[config.mk]
export PLATFORM = sky130hd
export DESIGN_NAME = imem_loader
export DESIGN_NICKNAME = d
export VERILOG_FILES = /design/src/rtl/imem_loader_pkg.sv /design/src/rtl/imem_loader_byte_packer.sv /design/src/rtl/imem_loader.sv
export SDC_FILE = /design/constraint.sdc
export NUM_CORES = 1
export LEC_CHECK = 0
export ABC_AREA = 0
export CAP_MARGIN = 20
export CORE_MARGIN = 2
export CORE_UTILIZATION = 35
export DETAILED_ROUTE_END_ITERATION = 10
export PLACE_DENSITY_LB_ADDON = 0.05
export SYNTH_ARGS = -nofsm -noshare
export SYNTH_HDL_FRONTEND = slang
export SYNTH_SLANG_ARGS = --single-unit
[constraint.sdc]
create_clock -name clk -period 12.65 [get_ports clk]
set_clock_uncertainty 0.05 [all_clocks]
set_input_delay 2.53 -clock clk [delete_from_list [all_inputs] [get_ports clk]]
set_output_delay 2.53 -clock clk [all_outputs]
set_load 0.05 [all_outputs]
[src/rtl/imem_loader_pkg.sv]
// Shared types and constants for the instruction-memory loader.
package imem_loader_pkg;

  typedef enum logic [2:0] {
    StIdle,
    StHdrHi,
    StHdrLo,
    StData,
    StDone
  } state_e;

  localparam int unsigned BYTES_PER_WORD = 4;
  localparam int unsigned ADDR_SHIFT     = 2;

endpackage

[src/rtl/imem_loader_byte_packer.sv]
// Packs a big-endian byte stream into 32-bit words; word_valid pulses combinationally
// on the byte that completes a word, alongside the assembled word.
module byte_packer
  import imem_loader_pkg::*;
(
  input  logic        clk,
  input  logic        reset,
  input  logic        clear,
  input  logic        shift_en,
  input  logic [7:0]  in_data,
  output logic [31:0] word,
  output logic        word_valid
);

  logic [1:0]  idx_q;
  logic [23:0] shreg_q;

  // The incoming byte is always the least significant byte of the candidate word.
  assign word       = {shreg_q, in_data};
  assign word_valid = shift_en && (idx_q == 2'(BYTES_PER_WORD - 1));

  always_ff @(posedge clk or posedge reset) begin
    if (reset) begin
      idx_q   <= 2'd0;
      shreg_q <= 24'd0;
    end else if (clear) begin
      idx_q   <= 2'd0;
      shreg_q <= 24'd0;
    end else if (shift_en) begin
      idx_q   <= idx_q + 2'd1;
      shreg_q <= word[23:0];
    end
  end

endmodule

[src/rtl/imem_loader.sv]
// Byte-stream program loader: header of word count, then big-endian words written to
// sequential word-aligned addresses from 0, holding the CPU while the load runs.
module imem_loader
  import imem_loader_pkg::*;
#(
  parameter int unsigned DEPTH = 51,
  parameter int unsigned CNT_W = 16
) (
  input  logic        clk,
  input  logic        reset,
  input  logic        start,
  input  logic        in_valid,
  input  logic [7:0]  in_data,
  output logic        in_ready,
  output logic        we,
  output logic [31:0] waddr,
  output logic [31:0] wdata,
  output logic        busy,
  output logic        hold_cpu,
  output logic        done,
  output logic        err
);

  state_e             state_q, state_d;
  logic [7:0]         count_hi_q;
  logic [CNT_W-1:0]   count_q;
  logic [CNT_W-1:0]   word_idx_q;
  logic               we_q, busy_q, done_q, err_q;
  logic [31:0]        waddr_q, wdata_q;

  logic               accept;
  logic [CNT_W-1:0]   full_count;
  logic               last_word;
  logic               pack_clear, pack_shift;
  logic [31:0]        pack_word;
  logic               word_valid;

  assign accept     = in_valid && in_ready;
  assign full_count = CNT_W'({count_hi_q, in_data});
  assign last_word  = (word_idx_q == count_q - CNT_W'(1));
  assign pack_clear = start && (state_q == StIdle);
  assign pack_shift = accept && (state_q == StData);

  byte_packer u_byte_packer (
    .clk        (clk),
    .reset      (reset),
    .clear      (pack_clear),
    .shift_en   (pack_shift),
    .in_data    (in_data),
    .word       (pack_word),
    .word_valid (word_valid)
  );

  always_ff @(posedge clk or posedge reset) begin
    if (reset) begin
      state_q <= StIdle;
    end else begin
      state_q <= state_d;
    end
  end

  always_comb begin
    state_d = state_q;
    unique case (state_q)
      StIdle:  if (start) state_d = StHdrHi;
      StHdrHi: if (accept) state_d = StHdrLo;
      StHdrLo: begin
        if (accept) begin
          if (full_count == '0) begin
            state_d = StDone;
          end else if (full_count > CNT_W'(DEPTH)) begin
            state_d = StIdle;
          end else begin
            state_d = StData;
          end
        end
      end
      StData:  if (word_valid && last_word) state_d = StDone;
      StDone:  state_d = StIdle;
      default: state_d = StIdle;
    endcase
  end

  always_comb begin
    in_ready = (state_q == StHdrHi) || (state_q == StHdrLo) || (state_q == StData);
    hold_cpu = (state_q != StIdle);
  end

  always_ff @(posedge clk or posedge reset) begin
    if (reset) begin
      count_hi_q <= 8'd0;
      count_q    <= '0;
      word_idx_q <= '0;
      we_q       <= 1'b0;
      waddr_q    <= 32'd0;
      wdata_q    <= 32'd0;
      busy_q     <= 1'b0;
      done_q     <= 1'b0;
      err_q      <= 1'b0;
    end else begin
      // Registered outputs look one state ahead so they line up with the state itself.
      busy_q <= (state_d != StIdle);
      done_q <= (state_d == StDone);
      we_q   <= word_valid;
      if (word_valid) begin
        wdata_q    <= pack_word;
        waddr_q    <= 32'(word_idx_q) << ADDR_SHIFT;
        word_idx_q <= word_idx_q + CNT_W'(1);
      end
      if (pack_clear) begin
        err_q      <= 1'b0;
        word_idx_q <= '0;
      end
      if (accept && (state_q == StHdrHi)) begin
        count_hi_q <= in_data;
      end
      if (accept && (state_q == StHdrLo)) begin
        count_q <= full_count;
        if (full_count > CNT_W'(DEPTH)) begin
          err_q <= 1'b1;
        end
      end
    end
  end

  assign we    = we_q;
  assign waddr = waddr_q;
  assign wdata = wdata_q;
  assign busy  = busy_q;
  assign done  = done_q;
  assign err   = err_q;

endmodule

# Word-level counts from Yosys, hierarchy flattened

Cells that the tools add are included.

Bits of input ports: 12
Flip-flop bits (word level): 121

$lt $le $gt $ge: 1
$add $sub $neg: 3
Reductions and logical operators: 15
Multiplexer cells: 16
Equality and inequality tests: 6

Operator list:

| cell                    | number |
|---|---|
| $mux W24                | 2 |
| $mux W16                | 2 |
| $add A16 B1 Y16 const B | 1 |
| $eq A16 B16 Y1          | 1 |
| $gt A16 B6 Y1 const B   | 1 |
| $logic_not A16 Y1       | 1 |
| $sub A16 B1 Y16 const B | 1 |
| $mux W3                 | 5 |
| $pmux W3 S4             | 1 |
| $logic_and A1 B1 Y1     | 7 |
| $eq A3 B2 Y1 const B    | 2 |
| $mux W2                 | 3 |
| $reduce_bool A3 Y1      | 2 |
| $reduce_bool A2 Y1      | 2 |
| $eq A3 B1 Y1 const B    | 1 |
| $eq A3 B3 Y1 const B    | 1 |
| $logic_not A3 Y1        | 1 |
| $mux W1                 | 3 |
| $add A2 B1 Y2 const B   | 1 |
| $eq A2 B2 Y1 const B    | 1 |
| $logic_or A1 B1 Y1      | 2 |

# Logic depth before layout (Yosys ltp)

Gate-level depths: netlist of run 1.

Word-level depth: 10
Mapped depth: 8

# Hierarchy

A second synthesis of run 1 with hierarchy kept.

Cells, all modules: 470
Area, all modules: 5612.9 um2

By module, submodules not included:

| module      | sequential area each (um2) | area each (um2) | cells each | instances |
|---|---|---|---|---|
| imem_loader | 2377.3                     | 4454.3          | 375        | 1 |
| byte_packer | 650.6                      | 1158.6          | 95         | 1 |

# Worst setup path after synthesis of run 1

No wires, ideal clock.

Kind: input to register
Start point: in in_valid
End point: reg state_q[0]
Setup slack: 8.897 ns
Data required time: 12.471 ns
Arrival time: 3.574 ns
Setup time: 0.129 ns
Stages on the path: 7
Cell sequence: and4b_1 buf_4 nand2_4 nor4_2 o211ai_1 nor4_2 o21ai_1

Cells in the longest elaborated chain, start to end: 6
Elaborated cells on any way between the ends: 8

Ends and longest elaborated chain:

| what                  | RTL line                      | RTL |
|---|---|---|
| start, declared       | imem_loader.sv:12             | `input logic in_valid,` |
| $logic_and A1 B1 Y1 * | imem_loader.sv:38             | `assign accept = in_valid && in_ready;` |
| $logic_and A1 B1 Y1   | imem_loader.sv:42             | `assign pack_shift = accept && (state_q == StData);` |
| $logic_and A1 B1 Y1   | imem_loader_byte_packer.sv:20 | `assign word_valid = shift_en && (idx_q == 2'(BYTES_PER_WORD - 1));` |
| $logic_and A1 B1 Y1   | imem_loader.sv:78             | `StData: if (word_valid && last_word) state_d = StDone;` |
| $mux W3               | imem_loader.sv:78             |  |
| $pmux W3 S4 *         | imem_loader.sv:64             | `unique case (state_q)` |
| net state_d[0]        | imem_loader.sv:24             | `state_e state_q, state_d;` |
| end signal, assigned  | imem_loader.sv:56             | `state_q <= StIdle;` |
| end signal, assigned  | imem_loader.sv:58             | `state_q <= state_d;` |
| end, declared         | imem_loader.sv:24             |  |

The timed path passes the listed nets; every way through them passes the cells marked *.
A chain may end at the register's enable or synchronous reset.

# Final worst setup path of run 1

Start point: in in_valid
End point: reg word_idx_q[2]

Cells in the longest elaborated chain, start to end: 4

Ends and longest elaborated chain:

| what                                | RTL line                      | RTL |
|---|---|---|
| $logic_and A1 B1 Y1                 | imem_loader.sv:38             |  |
| $logic_and A1 B1 Y1                 | imem_loader.sv:42             |  |
| $logic_and A1 B1 Y1                 | imem_loader_byte_packer.sv:20 |  |
| $reduce_bool A2 Y1 (no source line) | n/a                           |  |
| end signal, assigned                | imem_loader.sv:108            | `word_idx_q <= word_idx_q + CNT_W'(1);` |
| end, declared                       | imem_loader.sv:27             | `logic [CNT_W-1:0] word_idx_q;` |

Every way passes these cells.

==> metrics.md, run 1 <==
| Metric | Value |
|---|---|
| Routed length per instance | about 15 um |
| H-tree Lvls | 4 |
| Layout cell share with drive strength beyond 1 | 0.106 |
| Pleak | between 3 and 4 nW |
| Largest net degree at the start of global routing | 67 |
| Slew Limit Fails | 0 |
| Worst-margin pin slew | ~1 ns |
| Final Instance Area | ~7000 sq um |
| CTS tree | done |
| Fillers | roughly 1,600 |
| Total wire length | about 13 mm |
| # IOs | 82 |
| Fmax | between 150 and 200 MHz |
| Final hold vios | 0 |
| Register area | between 3000 and 4000 sq um |
| Max-cap violations | 0 |
| Footprint of the multi-input gates | 2340 sq um |
| CTS sink cnt | 121 |
| Crit path max fanout | 51 |
| Synth-to-layout area growth | 25.0% |
| CP Data Arrival Time | 5.56 ns |
| Vias per inst | between 4 and 5 |
| Global placement routability congestion | ~0.8 |
| Hold Path Class | reg -> reg |
| Number of global-route vias before repair | a little over 4,000 |
| Post-synth EDFFs | 0 |
| Mapped Cells | around 590 |
| Synth top area cells | dfrtp_1, nand2_1, mux2_2, o21ai_0, xnor2_1 |
| Async SR Flop Fraction | 1.00 |
| Worst EP required | around 13 ns |
| Startpoint Class | input port |
| TritonRoute pass-1 iters | 4 |
| Register area share after synthesis | 0.541 |
| Cell taking the most area after synthesis | dfrtp_1 |
| Root Driver | clkbuf_16 |
| Most used flip-flop cell after synthesis | dfrtp_1 |
| FF+latch count, synth | roughly 120 |
| Final setup viols | 0 |
| Period utilization | 0.421 |
| Chip height | between 100 and 150 um |
| Relative slew slack | 0.346 |
| RSZ-0062 raised after global routing | no |
| Status | complete, no violations |
| Synthesized cell area | between 5000 and 6000 sq um |
| Clock buffer depth | 2 |
| Post-cts sizing count | 0 |
| Worst skew pair latency | 0.41 ns |
| Post-synth top area share | 0.541 |
| Core area | 15,800 sq um |
| Synth unique cells | between 60 and 70 |
| Cell Area, Placed | 6360 sq um |
| Final design utilization | 0.444 |
| Post-route DRC | 0 |
| Crit. End Element | flip-flop |
| Die area | between 15,000 and 20,000 sq um |
| Starting Density | 0.355 |
| Synth warnings | 0 |
| Initial antenna violation count | 0 |
| Cts hold-fix bufs | 0 |
| HPWL after DPL | about 8.7 mm |
| Max VDD drop | ~0.00015 V |
| Total gr overflow | 0 |
| Total number of vias | a little over 4,000 |
| Worst Path Class, Setup | in -> reg |
| First-pass GRT wire length | 21.6 mm |
| Final #Nets | ~660 |
| I/O Buffers | 65 |
| Power per cell area | 256 nW/um^2 |
| Detail Route Antenna Nets | 0 |
| Initial DRC Count | a little over 200 |
| Die W | ~130 um |
| Total Routing Usage GR | 0.165 |
| # rows | between 40 and 50 |
| Inserted Clock Buffers | 17 |
| Post CTS Setup Buffer Count | 0 |
| Avg Cell Area, Syn | 9.48 sq um |
| Setup TNS Final | 0 ns |
| Reg clk slew, reported paths | 0.05 ns |
| Post-synth top cells | nand2_1, dfrtp_1, o21ai_0 |
| Tmin final | between 5 and 6 ns |
| Count leader, synth | nand2_1 |
| Number of inserted diodes | 0 |
[power by group]
group	internal [W]	leakage (nW)	switching [W]	total [W]
sequential	0.000514	1.59	0.000115	0.000629
combinational	0.000233	1.33	0.000400	0.000633
clock	0.000364	0.318	0.000167	0.000531
[kinds of logic (layout without fill, tap and decap cells)]
logic type,count (synthesis),count (layout),share of synthesized area
muxes,22,22,0.0442
buffers and inverters,54,109,0.0507
AOI/OAI and AO/OA,67,67,0.0713
DFF,121,121,0.541
xor gates and xnor gates,30,30,0.0469
and+or+nand+nor,293,293,0.239
adders and majority gates,3,3,0.00670
other,1,16,0.000670
[sequential cells by signal, indices dropped and copies added, names as in the netlist]
signal and cells:
word_idx_q 16, waddr 16, done 1, state_q 3
u_byte_packer.shreg_q 24, count_hi_q 8, err 1, wdata 32
we 1, count_q 16, busy 1, u_byte_packer.idx_q 2
[cell usage in the layout, fill, tap and decap left out, types with 2 or more instances in the layout]
master,netlist,final
nand2_1,215,215
dfrtp_1,121,121
clkdlybuf4s50_1,0,65
o21ai_0,35,35
nor2_1,24,24
mux2_2,21,21
clkbuf_16,0,17
xnor2_1,16,16
conb_1,1,16
xor2_1,14,14
a21oi_1,10,10
and3_1,5,5
inv_1,6,5
or3_1,5,5
nor4_1,5,5
bufinv_16,0,5
nor3_1,4,4
nand3_1,4,4
clkbuf_1,21,4
buf_4,18,4
and2_1,3,3
and4b_1,3,3
o21ai_1,3,3
a211oi_1,3,3
ha_1,3,3
clkinv_2,0,3
clkbuf_8,0,3
nor4_4,2,2
nand4_1,2,2
nor4b_1,2,2
nor3b_1,2,2
nor4_2,2,2
o211ai_1,2,2
o41ai_1,2,2
[per-layer routing]
metal  GRT usage  up-vias  routed length (um)
met4      0.0651        0                 223
met3      0.0371       19                 538
met1       0.246     2002                6750
met5           0        -                   0
li1            -     2043                   -
met2       0.234       90                5550
[worst paths after layout]
| check | start | to | slack, ns | cells after the start |
|---|---|---|---|---|
| max | in_valid | word_idx_q[2] | 7.33 | 8 |
| min | u_byte_packer.shreg_q[21] | wdata[29] | 0.41 | 2 |
| max reg2reg | state_q[1] | word_idx_q[2] | 9.53 | 7 |
| min reg2reg | u_byte_packer.shreg_q[21] | wdata[29] | 0.41 | 2 |
| max in group asynchronous | reset | count_hi_q[3] | 8.69 | 3 |
| min in group asynchronous | reset | wdata[28] | 2.55 | 2 |
[layout make-up]
| class | count | share of cell area |
|---|---|---|
| sequential | 121 | 0.432 |
| inverter | 8 | 0.00465 |
| clock inverter | 8 | 0.0236 |
| multi-input combinational | 431 | 0.335 |
| tap | 216 | 0.0386 |
| clock buffer | 24 | 0.0688 |
| timing repair buffer | 69 | 0.0972 |
[worst max-delay path, cell delays in order]
cell	delay [ns]
clkdlybuf4s50_1	0.62
and4b_1	0.90
nand2_4	0.54
clkinv_1	0.12
buf_4	0.46
nand2_1	0.15
xnor2_1	0.16
nor2_1	0.05
[stage by stage]
stage	power [W]	std cells	setup slack, ns	hold WS [ns]
2_1_floorplan	0.00108	606	6.86	0.389
3_3_place_gp	0.00126	845	6.99	0.409
3_5_place_dp	0.00127	845	6.85	0.402
4_1_cts	0.00181	877	7.28	0.414
5_1_grt	0.00189	877	6.97	0.441
6_report	0.00179	877	7.33	0.408
Note: power is estimated with default switching activity, not from simulation.
==> run 2: changes to the inputs <==
- clock period: 12.65 -> 4.31 ns (I/O delays scaled with it)
==> run 2 against run 1 <==
Effect of this change:
- die area did not move
- critical path depth fell by 5
- non-clock buffer count rose by 3
- clock power rose to 2.6 times the previous value
- sequential power rose to 3.0 times the previous value
- clock-buffer cell count rose by 1
- utilization fell by 0.087 points
- design area fell by 0.20%
- global-route usage rose by 0.46 points
- first-iteration DRC count rose by 88%
- wire length rose by 1.1%
==> metrics.md, run 2 (synthesis results as in run 1) <==
| Metric | Value |
|---|---|
| Crit path max fanout | 11 (-78%) |
| Total gr overflow | 0 (unchanged) |
| Core area | 15,800 sq um (unchanged) |
| Worst Hold Margin | 0.418 ns (+0.00996 ns) |
| Uppermost routed layer | met4 |
| TritonRoute pass-1 iters | 4 (unchanged) |
| Met2 routed WL | 5.57 mm (+0.50%) |
| Synth-to-layout area growth | 24.8% |
| Fin cells | 880 (+0.34%) |
| Number of inserted diodes | 0 (unchanged) |
| Worst skew pair latency | 0.41 ns (about the same) |
| Tmin final | just under 3 ns |
| Highest-count cells in the layout ignoring fill and taps | nand2_1, dfrtp_1, clkdlybuf4s50_1, o21ai_0, nor2_1 |
| Routed length per instance | 15.0 um (+0.71%) |
| H-tree Lvls | 4 (unchanged) |
| Total Routing Usage GR | 0.170 (+0.00463) |
| Vias per inst | 4.80 (+1.4%) |
| CTS tree | done |
| Design Power | 0.00511 W (+180%) |
| First-pass GRT wire length | 22.0 mm (+2.0%) |
| Slew Limit Fails | 0 (unchanged) |
| Commonest non-fill, non-tap cell in the layout | nand2_1 |
| Final design utilization | 0.443 (-0.000872) |
| Pleak | 3.23 nW (-0.43%) |
| Largest register FFs | 32 (unchanged) |
| Global placement routability congestion | 0.849 (+5.6%) |
| Inst Count DP | 848 (+0.36%) |
| # rows | 46 (unchanged) |
| Die area | 17,000 sq um (unchanged) |
| Power per cell area | 731 nW/um^2 (+190%) |
| Inserted Clock Buffers | 17 (unchanged) |
| Metal3 WL | 598 um (+11%) |
| Startpoint Class | flip-flop |
| Setup TNS Final | 0 ns (unchanged) |
| Hold_sp | wdata[16] |
| Relative slew slack | 0.419 (+0.0732) |
| RSZ-0062 raised after global routing | no |
| Worst EP required | 3.40 ns (-9.49 ns) |
| Worst flop-to-flop path startpoint | state_q[1] |
| Final #Nets | 666 (+0.45%) |
| Final hold vios | 0 (unchanged) |
| Max VDD drop | 0.000366 V (+140%) |
| Chip height | 130 um (unchanged) |
| Detail Route Antenna Nets | 0 (unchanged) |
| Clock buffer depth | 2 (unchanged) |
| Worst Path Class, Setup | reg -> out |
| Status | complete, no violations |
| Post-route DRC | 0 (unchanged) |
| Initial antenna violation count | 0 (unchanged) |
| Fmax | ~340 MHz |
| Max-cap violations | 0 (unchanged) |
| Layout cell share with drive strength beyond 1 | 0.110 (+0.00404) |
| Met1 wire length | 6.74 mm (-0.28%) |
| Setup crit start | state_q[1] |
| # IOs | 82 (unchanged) |
| Root Driver | clkbuf_16 |
| I/O Buffers | 65 (unchanged) |
| Cts hold-fix bufs | 0 (unchanged) |
| Starting Density | 0.355 (unchanged) |
| CP Data Arrival Time | 2.03 ns (-3.53 ns) |
| Total number of vias | 4,228 (+1.8%) |
| Number of global-route vias before repair | 4,095 (+0.27%) |
| CTS sink cnt | 121 (unchanged) |
| Total wire length | 13.2 mm (+1.1%) |
| Largest net degree at the start of global routing | 89 (+33%) |
| HPWL after DPL | 8.82 mm (+1.7%) |
| Hold Path Class | reg -> reg |
| Final setup viols | 0 (unchanged) |
| Post-cts sizing count | 0 (unchanged) |
| Crit. End Element | output pin |
| Initial DRC Count | 384 (+88%) |
| Die W | 130 um (unchanged) |
| Post CTS Setup Buffer Count | 0 (unchanged) |
| Worst-margin pin slew | 0.871 ns (-0.109 ns) |
| Period utilization | 0.683 |
| Reg clk slew, reported paths | 0.05 ns (about the same) |
## run 2: changes by cell type in the layout (fill, tap and decap cells not counted), sizes merged
cell,delta
clkbuf,+1
bufinv,-3
buf,+3
clkinvlp,+2
## run 2: worst paths after layout
kind,slack [ns],cells after the start,endpoint
setup / recovery,1.37,3,hold_cpu
hold / removal,0.42,2,wdata[16]
setup reg to reg,1.93,7,state_q[0]
hold reg to reg,0.42,2,wdata[16]
max in group asynchronous,2.59,3,count_q[11]
min in group asynchronous,0.77,2,word_idx_q[2]
## run 2: cell type report
class	count	area, sq um
Clock buffer	25	495
Clock inverter	7	90.1
Fill cell	1558	8780
Inverter	8	32.5
Multi-Input combinational cell	431	2340
Sequential cell	121	3030
Tap cell	216	270
Timing Repair Buffer	72	728
## run 2: power breakdown
group / switching, W / internal (W)
combinational: 0.00117 / 0.000690
sequential: 0.000349 / 0.00151
clock: 0.000485 / 0.000909
## run 2: metal layers
metal  GRT usage  vias to the layer above
met3      0.0379                       19
met2       0.235                      117
met1       0.251                     2044
met5           0                        -
met4      0.0826                        0
li1            -                     2048
## run 2: worst max-delay path: stages (launching register included)
cell and delay (ns):
dfrtp_1 0.49, nor3_1 0.35, inv_1 0.08, clkdlybuf4s50_1 0.71
## run 2: metrics by stage
step           area (sq um)  setup slack, ns
6_report               6990             1.37
5_1_grt                6990             1.16
4_1_cts                6990             1.34
3_5_place_dp           6400            0.949
3_3_place_gp           6400             1.02
2_1_floorplan          5660            0.184
==> run 3: changes to the inputs <==
- clock period: 4.31 -> 2.7 ns (I/O delays scaled with it)
==> run 3 against run 2 <==
Effect of this change:
- setup slack got worse by 1.2 ns
- critical path type unchanged
- highest routed layer unchanged
- total power increased by 62%
- clock power rose by 69%
- die area unchanged
- first-iteration DRC count is 40% lower
- largest cell class unchanged
- clock-buffer cell count fell by 3
- cell count grew 1.1%
==> metrics.md, run 3 (synthesis results as in run 1) <==
| Metric | Value |
|---|---|
| Die area | 17,000 sq um (unchanged) |
| Fmax | about 390 MHz |
| # rows | 46 (unchanged) |
| Layout cell share with drive strength beyond 1 | 0.126 (+0.0162) |
| RSZ-0062 raised after global routing | no |
| Period utilization | 0.947 |
| Startpoint Class | flip-flop |
| Total Routing Usage GR | 0.173 (+0.00300) |
| Crit. End Element | output pin |
| # IOs | 82 (unchanged) |
| Largest register FFs | 32 (unchanged) |
| CTS tree | done |
| Total number of vias | 4,236 (+0.19%) |
| Setup TNS Final | 0 ns (unchanged) |
| Max VDD drop | 0.000710 V (+94%) |
| Reg clk slew, reported paths | 0.06 ns (about the same) |
| Pleak | 3.28 nW (+1.8%) |
| Number of global-route vias before repair | 4,166 (+1.7%) |
| Commonest non-fill, non-tap cell in the layout | nand2_1 |
| Largest net degree at the start of global routing | 43 (-52%) |
| Starting Density | 0.355 (unchanged) |
| H-tree Lvls | 4 (unchanged) |
| Design Power | 0.00829 W (+62%) |
| Worst EP required | 2.11 ns (-1.29 ns) |
| Crit path max fanout | 11 (unchanged) |
| Status | complete, no violations |
| Worst-margin pin slew | 0.513 ns (-0.357 ns) |
| Initial DRC Count | 232 (-40%) |
| CTS sink cnt | 121 (unchanged) |
| Vias per inst | 4.76 (-0.94%) |
| Slew Limit Fails | 0 (unchanged) |
| Highest-count cells in the layout ignoring fill and taps | nand2_1, dfrtp_1, clkdlybuf4s50_1, o21ai_0, nor2_1 |
| Number of inserted diodes | 0 (unchanged) |
| Initial antenna violation count | 0 (unchanged) |
| Final #Nets | 676 (+1.5%) |
| I/O Buffers | 65 (unchanged) |
| Synth-to-layout area growth | 26.8% |
| Final setup viols | 0 (unchanged) |
| Final hold vios | 0 (unchanged) |
| Detail Route Antenna Nets | 0 (unchanged) |
| Clock buffer depth | 2 (unchanged) |
| Tmin final | between 2 and 3 ns |
| Root Driver | clkbuf_16 |
| Post CTS Setup Buffer Count | 0 (unchanged) |
| Core area | 15,800 sq um (unchanged) |
| TritonRoute pass-1 iters | 5 (+1) |
| Chip height | 130 um (unchanged) |
| Post-route DRC | 0 (unchanged) |
| Final design utilization | 0.450 (+0.00698) |
| Global placement routability congestion | 0.792 (-6.7%) |
| Total wire length | 13.5 mm (+2.6%) |
| Die W | 130 um (unchanged) |
| Max-cap violations | 0 (unchanged) |
| Relative slew slack | 0.657 (+0.237) |
| Routed length per instance | 15.2 um (+1.5%) |
| Power per cell area | 1170 nW/um^2 (+60%) |
| Cts hold-fix bufs | 0 (unchanged) |
| Final Instance Area | 7100 sq um (+1.6%) |
| Total gr overflow | 0 (unchanged) |
| CP Data Arrival Time | 1.97 ns (-0.06 ns) |
| Inserted Clock Buffers | 17 (unchanged) |
| HPWL after DPL | 9.53 mm (+8.1%) |
| Worst Path Class, Setup | reg -> out |
| Cell Area, Placed | 6480 sq um (+1.2%) |
| First-pass GRT wire length | 22.4 mm (+2.0%) |
| Worst skew pair latency | 0.42 ns (about the same) |
| Hold Path Class | in -> async |
-- run 3: cell type report --
type                       count  area, sq um
sequential                   121         3030
inverter                       8         33.8
clock inverter                10          143
tap                          216          270
multi-input combinational    431         2340
fill                        1566         8670
clock buffer                  22          474
timing repair buffer          82          806
-- run 3: repair_timing --
| action | CTS | global route |
|---|---|---|
| hold endpoints to repair | 0 | 0 |
| setup endpoints to repair | 0 | 1 |
| resized for setup | 0 | 1 |
-- run 3: worst max-delay path, cell delays in order, from the launching register on --
cell and delay [ns]:
dfrtp_1 0.53, nor2_1 0.09, nor2_1 0.12, clkdlybuf4s50_1 0.81
-- run 3: worst paths after layout --
kind	from	end	slack (ns)	cells past startpoint
worst min register to register	u_byte_packer.shreg_q[23]	wdata[31]	0.42	2
min in group clk	u_byte_packer.shreg_q[23]	wdata[31]	0.42	2
worst max-delay path	state_q[1]	in_ready	0.14	3
max in group asynchronous	reset	count_q[15]	1.69	3
worst min-delay path	reset	waddr[3]	0.37	2
worst max register to register	count_q[0]	state_q[0]	0.33	8
-- run 3: layer usage --
layer,share of wire,vias up,track usage,wire [um]
met1,0.50,2049,0.242,6760
met4,0.020,0,0.0757,267
li1,-,2068,-,-
met5,0,-,0,0
met2,0.44,99,0.258,5960
met3,0.041,20,0.0399,562
-- run 3: power breakdown --
group,switching (W),total (W),internal [W]
registers,0.000551,0.00296,0.00241
clock network,0.000824,0.00235,0.00152
logic,0.00188,0.00299,0.00111
total,0.00325,0.00829,0.00504
-- run 3: stage by stage --
stage	worst slack (ns)	hold slack [ns]	cells
5_1_grt	0.0543	0.377	890
3_5_place_dp	0.114	0.412	858
2_1_floorplan	0.627	0.389	606
3_3_place_gp	0.156	0.408	858
4_1_cts	0.0558	0.363	890
6_report	0.144	0.369	890
